### config.mk
export PLATFORM = sky130hd
export DESIGN_NAME = accum_rr_scheduler
export DESIGN_NICKNAME = d
export VERILOG_FILES = /design/src/rtl/accum_rr_scheduler.sv
export SDC_FILE = /design/constraint.sdc
export NUM_CORES = 1
export LEC_CHECK = 0
export CORE_AREA = 3 3 149 151
export DETAILED_ROUTE_END_ITERATION = 8
export DIE_AREA = 0 0 152 154
export GPL_TIMING_DRIVEN = 1
export PLACE_DENSITY = 0.53
export SETUP_SLACK_MARGIN = 0.15
export SLEW_MARGIN = 40
export SYNTH_ARGS = -nofsm -noshare
export SYNTH_HDL_FRONTEND = slang
export SYNTH_SLANG_ARGS = --single-unit
### constraint.sdc
create_clock -name clk -period 4.7 [get_ports clk]
set_clock_uncertainty 0.15 [all_clocks]
set_input_delay 1.41 -clock clk [delete_from_list [all_inputs] [get_ports clk]]
set_output_delay 1.41 -clock clk [all_outputs]
set_load 0.05 [all_outputs]
### src/rtl/accum_rr_scheduler.sv
// accum_rr_scheduler
//   Round-robin arbiter in front of one shared accumulator register. Each
//   granted request runs one op (INC / LOAD / CLEAR / ADD) through a fixed
//   accept -> execute -> hold sequence, then completion is reported with the
//   requester index.
//
//   state | meaning
//   ------+---------------------------------------------------------------
//   IDLE  | arbitrating; grant is combinational, handshake captures request
//   EXEC  | one cycle; accumulator is written at the end of this cycle
//   HOLD  | HOLD idle cycles after execute; no grants
//
// Ports
//   clk          : clock, all state updates on the rising edge
//   reset        : synchronous, active-low reset
//   io_req_valid : per-requester request valid            [NREQ]
//   io_req_ready : one-hot grant, only in IDLE             [NREQ]
//   io_req_op    : per-requester op, 2 bits each           [2*NREQ]
//   io_req_data  : per-requester operand, WIDTH bits each  [WIDTH*NREQ]
//   io_out       : accumulator register value              [WIDTH]
//   io_busy      : high in EXEC and HOLD
//   io_done      : one-cycle pulse in the cycle after the accumulator update
//   io_done_id   : requester index of the completed op     [log2(NREQ)]
module accum_rr_scheduler #(
    parameter int               NREQ  = 4,
    parameter int               WIDTH = 32,
    parameter logic [WIDTH-1:0] INIT  = '0,
    parameter int               HOLD  = 2
) (
    input  logic                     clk,
    input  logic                     reset,
    input  logic [NREQ-1:0]          io_req_valid,
    output logic [NREQ-1:0]          io_req_ready,
    input  logic [2*NREQ-1:0]        io_req_op,
    input  logic [WIDTH*NREQ-1:0]    io_req_data,
    output logic [WIDTH-1:0]         io_out,
    output logic                     io_busy,
    output logic                     io_done,
    output logic [$clog2(NREQ)-1:0]  io_done_id
);

    localparam int PW = $clog2(NREQ);

    localparam logic [1:0] OP_INC   = 2'd0;
    localparam logic [1:0] OP_LOAD  = 2'd1;
    localparam logic [1:0] OP_CLEAR = 2'd2;
    localparam logic [1:0] OP_ADD   = 2'd3;

    typedef enum logic [1:0] {
        ST_IDLE = 2'd0,
        ST_EXEC = 2'd1,
        ST_HOLD = 2'd2
    } state_t;

    state_t            state_q, state_d;
    logic [PW-1:0]     ptr_q, ptr_d;
    logic [3:0]        cnt_q, cnt_d;
    logic [WIDTH-1:0]  acc_q, acc_d;
    logic [1:0]        op_q, op_d;
    logic [WIDTH-1:0]  data_q, data_d;
    logic [PW-1:0]     id_q, id_d;
    logic              done_q, done_d;
    logic [PW-1:0]     done_id_q, done_id_d;

    logic              win_found;
    logic [PW-1:0]     win_idx;
    logic [PW-1:0]     cand;
    logic [NREQ-1:0]   grant;
    logic              handshake;

    // First valid requester at or after the pointer, wrapping NREQ-1 -> 0.
    always_comb begin
        win_found = 1'b0;
        win_idx   = '0;
        cand      = '0;
        for (int k = 0; k < NREQ; k++) begin
            cand = PW'((int'(ptr_q) + k) % NREQ);
            if (!win_found && io_req_valid[cand]) begin
                win_found = 1'b1;
                win_idx   = cand;
            end
        end
    end

    // Grant is gated by reset so nothing is offered while reset is asserted.
    always_comb begin
        grant = '0;
        if (reset && (state_q == ST_IDLE) && win_found) begin
            grant[win_idx] = 1'b1;
        end
    end

    assign handshake = |(grant & io_req_valid);

    always_comb begin
        state_d   = state_q;
        ptr_d     = ptr_q;
        cnt_d     = cnt_q;
        acc_d     = acc_q;
        op_d      = op_q;
        data_d    = data_q;
        id_d      = id_q;
        done_d    = 1'b0;
        done_id_d = done_id_q;
        case (state_q)
            ST_IDLE: begin
                if (handshake) begin
                    op_d    = io_req_op[2*win_idx +: 2];
                    data_d  = io_req_data[WIDTH*win_idx +: WIDTH];
                    id_d    = win_idx;
                    ptr_d   = (win_idx == PW'(NREQ-1)) ? '0 : win_idx + PW'(1);
                    state_d = ST_EXEC;
                end
            end
            ST_EXEC: begin
                case (op_q)
                    OP_INC:   acc_d = acc_q + WIDTH'(1);
                    OP_LOAD:  acc_d = data_q;
                    OP_CLEAR: acc_d = INIT;
                    OP_ADD:   acc_d = acc_q + data_q;
                    default:  acc_d = acc_q;
                endcase
                done_d    = 1'b1;
                done_id_d = id_q;
                if (HOLD > 0) begin
                    state_d = ST_HOLD;
                    cnt_d   = 4'(HOLD);
                end else begin
                    state_d = ST_IDLE;
                end
            end
            ST_HOLD: begin
                // Counter was loaded with HOLD on entry; leave on the cycle it reads 1.
                if (cnt_q <= 4'd1) begin
                    state_d = ST_IDLE;
                    cnt_d   = '0;
                end else begin
                    cnt_d = cnt_q - 4'd1;
                end
            end
            default: begin
                state_d = ST_IDLE;
            end
        endcase
    end

    always_ff @(posedge clk) begin
        if (!reset) begin
            state_q   <= ST_IDLE;
            ptr_q     <= '0;
            cnt_q     <= '0;
            acc_q     <= INIT;
            op_q      <= OP_INC;
            data_q    <= '0;
            id_q      <= '0;
            done_q    <= 1'b0;
            done_id_q <= '0;
        end else begin
            state_q   <= state_d;
            ptr_q     <= ptr_d;
            cnt_q     <= cnt_d;
            acc_q     <= acc_d;
            op_q      <= op_d;
            data_q    <= data_d;
            id_q      <= id_d;
            done_q    <= done_d;
            done_id_q <= done_id_d;
        end
    end

    assign io_req_ready = grant;
    assign io_out       = acc_q;
    assign io_busy      = (state_q != ST_IDLE);
    assign io_done      = done_q;
    assign io_done_id   = done_id_q;

endmodule

==> results.yml, run 1 <==
outcome:
  outcome: "complete, no violations"
placed_design:
  dp_hpwl_mm: 16.7
  pre_cts_ws_ps: -59.7
  place_area_sq_mm: 0.00833
  dp.cells: 1291
  port_buffers: 181
  place_congestion: 0.899
drt:
  drtAntennaViolNets: 0
  drt_pass1_iterations: 4
  first_iter_violations: 348
  viasPerCell: 5.09
  drc: 0
  wirelength_mm: 22.5
  wire_per_inst_um: 17.2
  via_count: 6668
critical_path:
  worstSetupStartpointType: "primary input"
  setup.worst_path.start: "io_req_valid[0]"
  crit_type: "primary input to output pin"
  r2r_slack_ps: 900
  critPathMaxStageDelay_ps: 290
  crit_family: "buffers and inverters"
  worst_ep_required_time_ps: 3140
  end_kind: "output pin"
  r2r-start: "op_q[0]$_SDFFE_PN0P_"
  reg2reg_to: "io_out[31]$_SDFFE_PN0P_"
  crit_buf_inv: 3
  path_cells: "dlygate4sd2_1 -> nor2b_2 -> a21oi_2 -> nor2_2 -> a211oi_4 -> buf_6 -> ha_2 -> and2_4 -> buf_12"
  r2r_cells: 13
  cp_slowest_cell: "a211oi_4"
  path_max_fanout: 4
  cp.arrival_ps: 2950
power:
  powerDensity_mw_per_mm2: 423
  ir_worst_vdd_mv: 0.265
  p_total_uw: 3690
  power.leakage_uw: 0.00352
sta:
  hold_ws_ps: 344
  period_needed_ps: 4510
  hold_viol_final: 0
  maxSlewHeadroom: 0.517
  maxSlewViolCount: 0
  timing.final.crit_share: 0.960
  worst_slew_pin_slew_ps: 725
  fmax_mhz: 222
  rsz0062_at_grt: "true"
  setup_violations: 0
  fin_ws_ps: 188
synth:
  yosysSeqAreaShare: 0.253
  synth-main-ff-cell: "dfxtp_1"
  yosysWarnings: 0
  synth_top_area_frac: 0.253
  synth_cell_types: 69
  synth-seq-cells: 79
  synth.top_cells.by_area: "dfxtp_1, nand2_1, ha_1"
  synth_edf_count: 0
  synth_nets: 1060
  syn_area_sq_mm: 0.00626
  synth_area_leader_cell: "dfxtp_1"
  syn_inst: 874
  async_reset_ff_frac: 0
  avgSynthCellArea_sq_um: 7.17
global_routing:
  grt_pass1_wl_mm: 35.8
  grt_remaining_overflow: 0
  antenna_found_initial: 1
  track_usage: 0.188
  grt_pass1_vias: 6584
  grt_max_degree: 64
layout:
  drive_gt1_frac: 0.0812
  design_area_sq_mm: 0.00872
  ff_latch_area_sq_mm: 0.00158
  antenna_cells: 0
  stdcell_count: 1309
  area_delta_synth_final_pct: 39.3
  nFillCells: 2225
  multi_input_area_sq_mm: 0.00436
  layout.nets: 1215
floorplan:
  row_count: 53
  chipHeight_um: 154
  core_sq_mm: 0.0210
  die_x_um: 152
  pin_count: 182
  start_util: 0.299
  die_area_sq_mm: 0.0234
cts:
  htree_levels: 3
  cts_buffer_depth: 2
  root_buffer: "clkbuf_16"
  clk_pin_slew_ps: 60
  numCtsBuffers: 9
  cts_tree: "done"
  clk_latency_ps: 350
  cts_sinks: 79
job:
  cap_violations: 0
min_path:
  hold_depth: 2
  min_to: "id_q[0]$_SDFFE_PN0P_"
  hp-start: "id_q[0]$_SDFFE_PN0P_"
  hold_path_class: "register to register"
-- worst max-delay path by stage --
stage                                  to  depth (start not counted)
after floorplan           io_req_ready[2]                          7
after global placement    io_req_ready[3]                          9
after detailed placement  io_req_ready[3]                          9
after CTS                 io_req_ready[1]                          9
after global routing      io_req_ready[3]                          9
final                     io_req_ready[1]                          9
-- synthesized netlist by cell type (all sizes together), types with 2 or more instances --
library cell	number
nor3	5
a31oi	8
nand4	6
a22oi	17
o22ai	4
nand3	17
o21bai	7
a311oi	37
dfxtp	79
clkbuf	47
o211ai	3
xor2	10
a211oi	14
nor2b	8
mux2i	5
xnor2	15
nor2	86
ha	43
a21boi	2
buf	13
o31ai	3
nand2	178
a41oi	3
a21o	11
inv	21
and2b	2
o21a	2
nand2b	2
and2	35
and3	37
a32oi	2
mux2	2
and4	2
a21oi	98
o21ai	35
-- routing by layer --
metal,up-vias,share of wire,GRT usage
li1,3403,-,-
met1,3072,0.48,0.257
met2,168,0.44,0.295
met3,23,0.059,0.0448
met4,2,0.016,0.0522
met5,-,0.00058,0
-- final cells by class --
cell class	count	area share
Clock buffer	9	0.0258
Clock inverter	7	0.0119
Inverter	22	0.00947
Multi-Input combinational cell	712	0.500
Sequential cell	79	0.181
Tap cell	275	0.0394
Timing Repair Buffer	205	0.232
-- sequential cells by signal, summed over array words and instances (netlist names) --
signal / flops
io_out: 32
op_q: 2
ptr_q: 2
cnt_q: 4
io_done_id: 2
id_q: 2
io_done: 1
state_q: 2
data_q: 32
-- what timing repair did --
item | in CTS | in global routing
setup endpoints to repair | 4 | 4
gates resized for setup | 13 | 9
buffers inserted | 1 | 1
pin swaps | 2 | 1
hold buffers | 0 | 0
-- metrics by stage --
stage,setup TNS [ps],utilization
2_1_floorplan,0,-
3_3_place_gp,-46.2,0.398
3_5_place_dp,-172,0.398
4_1_cts,0,0.415
5_1_grt,0,0.416
6_report,0,0.416
-- worst min-delay path, delay by kind of cell (launching register included) --
kind | cells | cell delay [ps]
AND/OR/NAND/NOR | 1 | 70
flip-flops | 1 | 330
AO/OA/AOI/OAI | 1 | 60
-- layout by cell type (no fill, tap or decap), types with 9 or more instances in the layout --
cell type / netlist / routed
dfxtp_1: 79 / 79
a311oi_1: 37 / 37
a21oi_1: 96 / 95
nand3_1: 17 / 17
clkbuf_16: 0 / 9
nor2_1: 86 / 85
xnor2_1: 15 / 15
a211oi_1: 13 / 13
o21ai_0: 30 / 30
xor2_1: 10 / 10
nand2_1: 177 / 176
buf_4: 3 / 22
inv_1: 19 / 17
and2_1: 35 / 33
ha_1: 43 / 37
and3_1: 37 / 37
clkdlybuf4s50_1: 0 / 173
a22oi_1: 17 / 17
a21o_1: 11 / 11
-- power breakdown --
part	switching, uW	internal [uW]
Clock	319	472
Sequential	142	823
Combinational	1200	731
-- kinds of logic after synthesis --
kind of cell             share of synthesized area
AO/OA/AOI/OAI                                0.273
XOR/XNOR                                    0.0350
adder cells (fa/ha/maj)                     0.0891
buffers and inverters                       0.0593
flip-flops                                   0.253
multiplexers                                0.0116
AND/OR/NAND/NOR                              0.279
Note: power is estimated with default switching activity, not from simulation.
==> run 2: changes to the inputs <==
--- a/config.mk
+++ b/config.mk
@@ -5,11 +5,12 @@
 export SDC_FILE = /design/constraint.sdc
 export NUM_CORES = 1
 export LEC_CHECK = 0
-export CORE_AREA = 3 3 149 151
+export CORE_AREA = 3 3 118 120
+export CTS_CLUSTER_SIZE = 10
 export DETAILED_ROUTE_END_ITERATION = 8
-export DIE_AREA = 0 0 152 154
+export DIE_AREA = 0 0 121 123
 export GPL_TIMING_DRIVEN = 1
-export PLACE_DENSITY = 0.53
+export PLACE_DENSITY = 0.79
 export SETUP_SLACK_MARGIN = 0.15
 export SLEW_MARGIN = 40
 export SYNTH_ARGS = -nofsm -noshare
==> results.yml, run 2 (synthesis gave the netlist of run 1 again) <==
global_routing:
  grt_pass1_vias: 6472
  track_usage: 0.265
  grt_max_degree: 69
  grt_pass1_wl_mm: 31.7
  antenna_found_initial: 1
  grt_remaining_overflow: 0
floorplan:
  row_count: 42
  chipHeight_um: 123
  die_x_um: 121
  start_util: 0.479
  die_area_sq_mm: 0.0149
  pin_count: 182
  core_sq_mm: 0.0131
cts:
  clk_latency_ps: 340
  htree_levels: 3
  numCtsBuffers: 9
  root_buffer: "clkbuf_16"
  cts_tree: "done"
  clk_pin_slew_ps: 60
  cts_buffer_depth: 2
  cts_sinks: 79
power:
  powerDensity_mw_per_mm2: 424
  power.leakage_uw: 0.00351
  ir_worst_vdd_mv: 0.308
  p_total_uw: 3640
outcome:
  outcome: "complete, no violations"
sta:
  tns_ps: 0
  worst_slew_pin_slew_ps: 820
  period_needed_ps: 4520
  fmax_mhz: 221
  timing.final.crit_share: 0.962
  maxSlewViolCount: 0
  fin_ws_ps: 177
  hold_ws_ps: 352
  rsz0062_at_grt: "false"
  maxSlewHeadroom: 0.453
  hold_viol_final: 0
  setup_violations: 0
min_path:
  min_to: "io_out[13]$_SDFFE_PN0P_"
  hp-start: "io_out[13]$_SDFFE_PN0P_"
  hold_depth: 2
  hold_path_class: "register to register"
layout:
  drive_gt1_frac: 0.0747
  layout.nets: 1212
  mostFrequentLayoutCells: "nand2_1, clkdlybuf4s50_1, a21oi_1"
  layout_commonest_cell: "nand2_1"
  area_delta_synth_final_pct: 36.8
critical_path:
  worst_ep_required_time_ps: 3140
  worstSetupStartpointType: "primary input"
  crit_buf_inv: 3
  critPathMaxStageDelay_ps: 270
  r2r-start: "op_q[0]$_SDFFE_PN0P_"
  reg2reg_to: "io_out[31]$_SDFFE_PN0P_"
  crit_family: "buffers and inverters"
  r2r_slack_ps: 780
  path_cells: "clkdlybuf4s15_1 -> nor2b_2 -> a21oi_2 -> nor2_2 -> a211oi_4 -> buf_4 -> ha_2 -> and2_2 -> buf_8"
  cp_slowest_cell: "a211oi_4"
  crit_type: "primary input to output pin"
  end_kind: "output pin"
  path_max_fanout: 4
  cp.arrival_ps: 2960
  r2r_cells: 13
drt:
  drc: 0
  wirelength_mm: 19.9
  drtAntennaViolNets: 0
  viasPerCell: 5.65
  wire_per_inst_um: 16.5
  drt_pass1_iterations: 5
  first_iter_violations: 522
  via_count: 6821
placed_design:
  pre_cts_ws_ps: -27.6
  port_buffers: 181
  dp_hpwl_mm: 14.4
  place_congestion: 0.902
job:
  cap_violations: 0
[run 2: worst max-delay path by stage]
stage / start / end / slack, ps / cells past startpoint
floorplan: io_req_valid[0] / io_req_ready[2] / 150 / 7
global placement: io_req_valid[0] / io_req_ready[2] / -2 / 9
detailed placement: io_req_valid[0] / io_req_ready[2] / -30 / 9
CTS: io_req_valid[1] / io_req_ready[3] / 150 / 9
global route: io_req_valid[0] / io_req_ready[3] / 110 / 9
finish: io_req_valid[0] / io_req_ready[3] / 180 / 9
[run 2: cell type report]
type	count	area, sq um
Clock buffer	13	260
Multi-Input combinational cell	712	4360
Sequential cell	79	1580
Clock inverter	3	65.1
Timing Repair Buffer	202	2000
Tap cell	176	220
Antenna cell	1	2.50
Fill cell	1146	4520
Inverter	22	83.8
[run 2: through the flow]
stage / util / area, sq um / instances
3_5_place_dp: 0.626 / 8190 / 1189
2_1_floorplan: - / 6260 / 874
6_report: 0.655 / 8570 / 1208
4_1_cts: 0.653 / 8550 / 1207
3_3_place_gp: 0.625 / 8180 / 1189
5_1_grt: 0.655 / 8570 / 1208
[run 2: per-layer routing]
| metal | global-route usage | wire [um] | vias to the layer above |
|---|---|---|---|
| li1 | - | - | 3400 |
| met1 | 0.339 | 8940 | 3154 |
| met2 | 0.440 | 9060 | 230 |
| met3 | 0.0586 | 1340 | 37 |
| met4 | 0.0984 | 554 | 0 |
| met5 | 0 | 0 | - |
[run 2: where the power goes]
| part | internal [uW] | total (uW) | switching, uW |
|---|---|---|---|
| combinational | 722 | 1900 | 1180 |
| sequential | 823 | 958 | 135 |
| clock | 494 | 773 | 279 |
[run 2: what timing repair did]
action	CTS	global route
pin swaps	1	1
endpoints found under the setup margin	4	4
resized for setup	12	7
gates cloned	0	0
setup buffers	2	0
hold buffers	0	0
[run 2: worst register-to-register path: cells and delay by family, from the launching register on]
family                   cells  cell delay [ps]
AO/OA/AOI/OAI                3              980
adder cells (fa/ha/maj)      2              790
buffers and inverters        1              340
flip-flops                   1              370
multiplexers                 1              270
AND/OR/NAND/NOR              6              910
==> run 3: changes to the inputs <==
--- a/config.mk
+++ b/config.mk
@@ -5,12 +5,13 @@
 export SDC_FILE = /design/constraint.sdc
 export NUM_CORES = 1
 export LEC_CHECK = 0
-export CORE_AREA = 3 3 118 120
+export ABC_AREA = 1
+export CORE_AREA = 3 3 125 127
 export CTS_CLUSTER_SIZE = 10
 export DETAILED_ROUTE_END_ITERATION = 8
-export DIE_AREA = 0 0 121 123
+export DIE_AREA = 0 0 128 130
 export GPL_TIMING_DRIVEN = 1
-export PLACE_DENSITY = 0.79
+export PLACE_DENSITY = 0.8
 export SETUP_SLACK_MARGIN = 0.15
 export SLEW_MARGIN = 40
 export SYNTH_ARGS = -nofsm -noshare
==> results.yml, run 3 <==
job:
  cap_violations: 0
sta:
  maxSlewViolCount: 0
  hold_viol_final: 0
  worst_slew_pin_slew_ps: 724
  timing.final.crit_share: 0.951
  tns_ps: 0
  setup_violations: 0
  rsz0062_at_grt: "true"
  period_needed_ps: 4470
  maxSlewHeadroom: 0.512
  fmax_mhz: 224
global_routing:
  antenna_found_initial: 0
  grt_remaining_overflow: 0
  track_usage: 0.297
  grt_max_degree: 77
  grt_pass1_wl_mm: 40.4
  grt_pass1_vias: 7938
drt:
  drt_pass1_iterations: 5
  highest_layer: "met4"
  first_iter_violations: 686
  dr_wl_met3_mm: 2.16
  wire_per_inst_um: 15.4
  wl_met2_mm: 10.9
  via_count: 8772
  viasPerCell: 5.45
  drc: 0
  wl_met1_mm: 11.2
  wirelength_mm: 24.8
  drtAntennaViolNets: 0
critical_path:
  crit_family: "simple AND/OR/NAND/NOR gates"
  critPathMaxStageDelay_ps: 150
  cp.arrival_ps: 2910
  cp_slowest_cell: "nor2_4"
  worstSetupStartpointType: "primary input"
  crit_type: "primary input to output pin"
  reg2reg_to: "id_q[0]$_SDFFE_PN0P_"
  worst_ep_required_time_ps: 3140
  crit_buf_inv: 3
  end_kind: "output pin"
  worst_path_most_repeated_cell: "nor2_4"
  r2r_cells: 19
  r2r_slack_ps: 1340
  path_max_fanout: 4
  r2r-start: "ptr_q[0]$_SDFFE_PN0P_"
  path_cells: "buf_2 -> nand2_1 -> nand2_1 -> nand2_1 -> nand2_2 -> nor2_4 -> nand2_4 -> nor2_4 -> nor2_4 -> nor2_8 -> ha_4 -> inv_1 -> nor2_4 -> buf_8"
layout:
  nFillCells: 1416
  drive_gt1_frac: 0.0659
  mostFrequentLayoutCells: "nand2_1, inv_1, clkdlybuf4s50_1"
  final_util: 0.671
  antenna_cells: 0
  layout_commonest_cell: "nand2_1"
  multi_input_area_sq_mm: 0.00475
  ff_latch_area_sq_mm: 0.00158
  layout.nets: 1609
  area_delta_synth_final_pct: 31.8
synth:
  synth_top_area_frac: 0.214
  yosysMostFrequentCell: "nand2_1"
  synthTopCellsByCount: "nand2_1, inv_1, nor2_1"
  yosysWarnings: 0
  yosysSeqAreaShare: 0.214
  synth_cell_types: 36
  avgSynthCellArea_sq_um: 5.82
  async_reset_ff_frac: 0
  synth_nets: 1457
  synth-seq-cells: 79
  syn_inst: 1271
  synth-main-ff-cell: "dfxtp_1"
  synth.top_cells.by_area: "dfxtp_1, nand2_1, inv_1"
  synth_edf_count: 0
  syn_area_sq_mm: 0.00740
  synth_area_leader_cell: "dfxtp_1"
power:
  ir_worst_vdd_mv: 0.682
  power.leakage_uw: 0.00484
  powerDensity_mw_per_mm2: 752
floorplan:
  die_x_um: 128
  chipHeight_um: 130
  row_count: 44
  start_util: 0.509
  pin_count: 182
  die_area_sq_mm: 0.0166
  core_sq_mm: 0.0145
cts:
  clk_latency_ps: 350
  cts_sinks: 79
  numCtsBuffers: 9
  clk_pin_slew_ps: 70
  root_buffer: "clkbuf_16"
  htree_levels: 3
  hold_buffers: 0
  cts_buffer_depth: 2
  cts_tree: "done"
min_path:
  hold_depth: 2
  hold_path_class: "register to register"
  hp-start: "id_q[0]$_SDFFE_PN0P_"
  min_to: "io_done_id[0]$_SDFFE_PN0P_"
placed_design:
  dp_hpwl_mm: 18.8
  port_buffers: 181
  place_congestion: 0.954
outcome:
  outcome: "complete, no violations"
-- run 3: area by class of cell --
type | instances | area share
Clock inverter | 5 | 0.00616
Inverter | 226 | 0.0875
Tap cell | 184 | 0.0236
Sequential cell | 79 | 0.162
Timing Repair Buffer | 211 | 0.209
Clock buffer | 10 | 0.0235
Multi-Input combinational cell | 896 | 0.487
-- run 3: what timing repair did --
action                     CTS  global route
setup endpoints to repair    4             4
setup buffers                3             0
gates resized for setup     46             1
pin swaps                   13             1
-- run 3: kinds of logic (layout without fill, tap and decap cells) --
group                    Yosys count  after routing  synth area share
buffers and inverters            296            452             0.161
flip-flops                        79             79             0.214
AO/OA/AOI/OAI                    264            264             0.189
AND/OR/NAND/NOR                  583            583             0.356
adder cells (fa/ha/maj)           44             44            0.0754
XOR/XNOR                           5              5           0.00592
-- run 3: metrics by stage --
stage	cell area (sq um)	setup slack [ps]	total power, uW	hold slack (ps)	instances
after CTS	9740	226	7290	328	1611
after floorplan	7430	201	4970	306	1271
after global placement	9340	-241	6290	319	1593
after global routing	9750	118	7990	334	1611
final	9750	233	7330	323	1611
after detailed placement	9340	-257	6350	334	1593
-- run 3: worst max-delay path by stage --
stage / slack (ps) / cells after the start / endpoint / start
floorplan: 200 / 13 / io_req_ready[0] / io_req_valid[0]
global placement: -240 / 15 / io_req_ready[0] / io_req_valid[1]
detailed placement: -260 / 15 / io_req_ready[0] / io_req_valid[1]
CTS: 230 / 14 / io_req_ready[0] / io_req_valid[3]
global route: 120 / 14 / io_req_ready[3] / io_req_valid[2]
finish: 230 / 14 / io_req_ready[2] / io_req_valid[3]
-- run 3: worst register-to-register path, stage by stage, from the launching register on --
cell and delay (ps):
dfxtp_1 640, inv_2 180, nand2_1 90, nand2_1 150, nand2_1 120, nand2_2 90
buf_4 140, nand2_2 80, nand2_2 60, nand2_2 90, nand3_4 140, inv_4 100
ha_2 190, nand4_1 120, nand2_2 100, nor2_4 50, inv_2 440, nand2_1 180
nand2_1 100, nor2_1 40
-- run 3: power by group --
part / internal [uW] / switching [uW] / total [uW]
Clock: 410 / 288 / 697
Combinational: 1800 / 3590 / 5390
Sequential: 968 / 279 / 1250
Total: 3180 / 4160 / 7330
-- run 3: metal layers --
metal,track usage,vias to the layer above
met5,0,-
met2,0.455,348
met4,0.0762,0
met3,0.0667,31
met1,0.423,3933
li1,-,4460
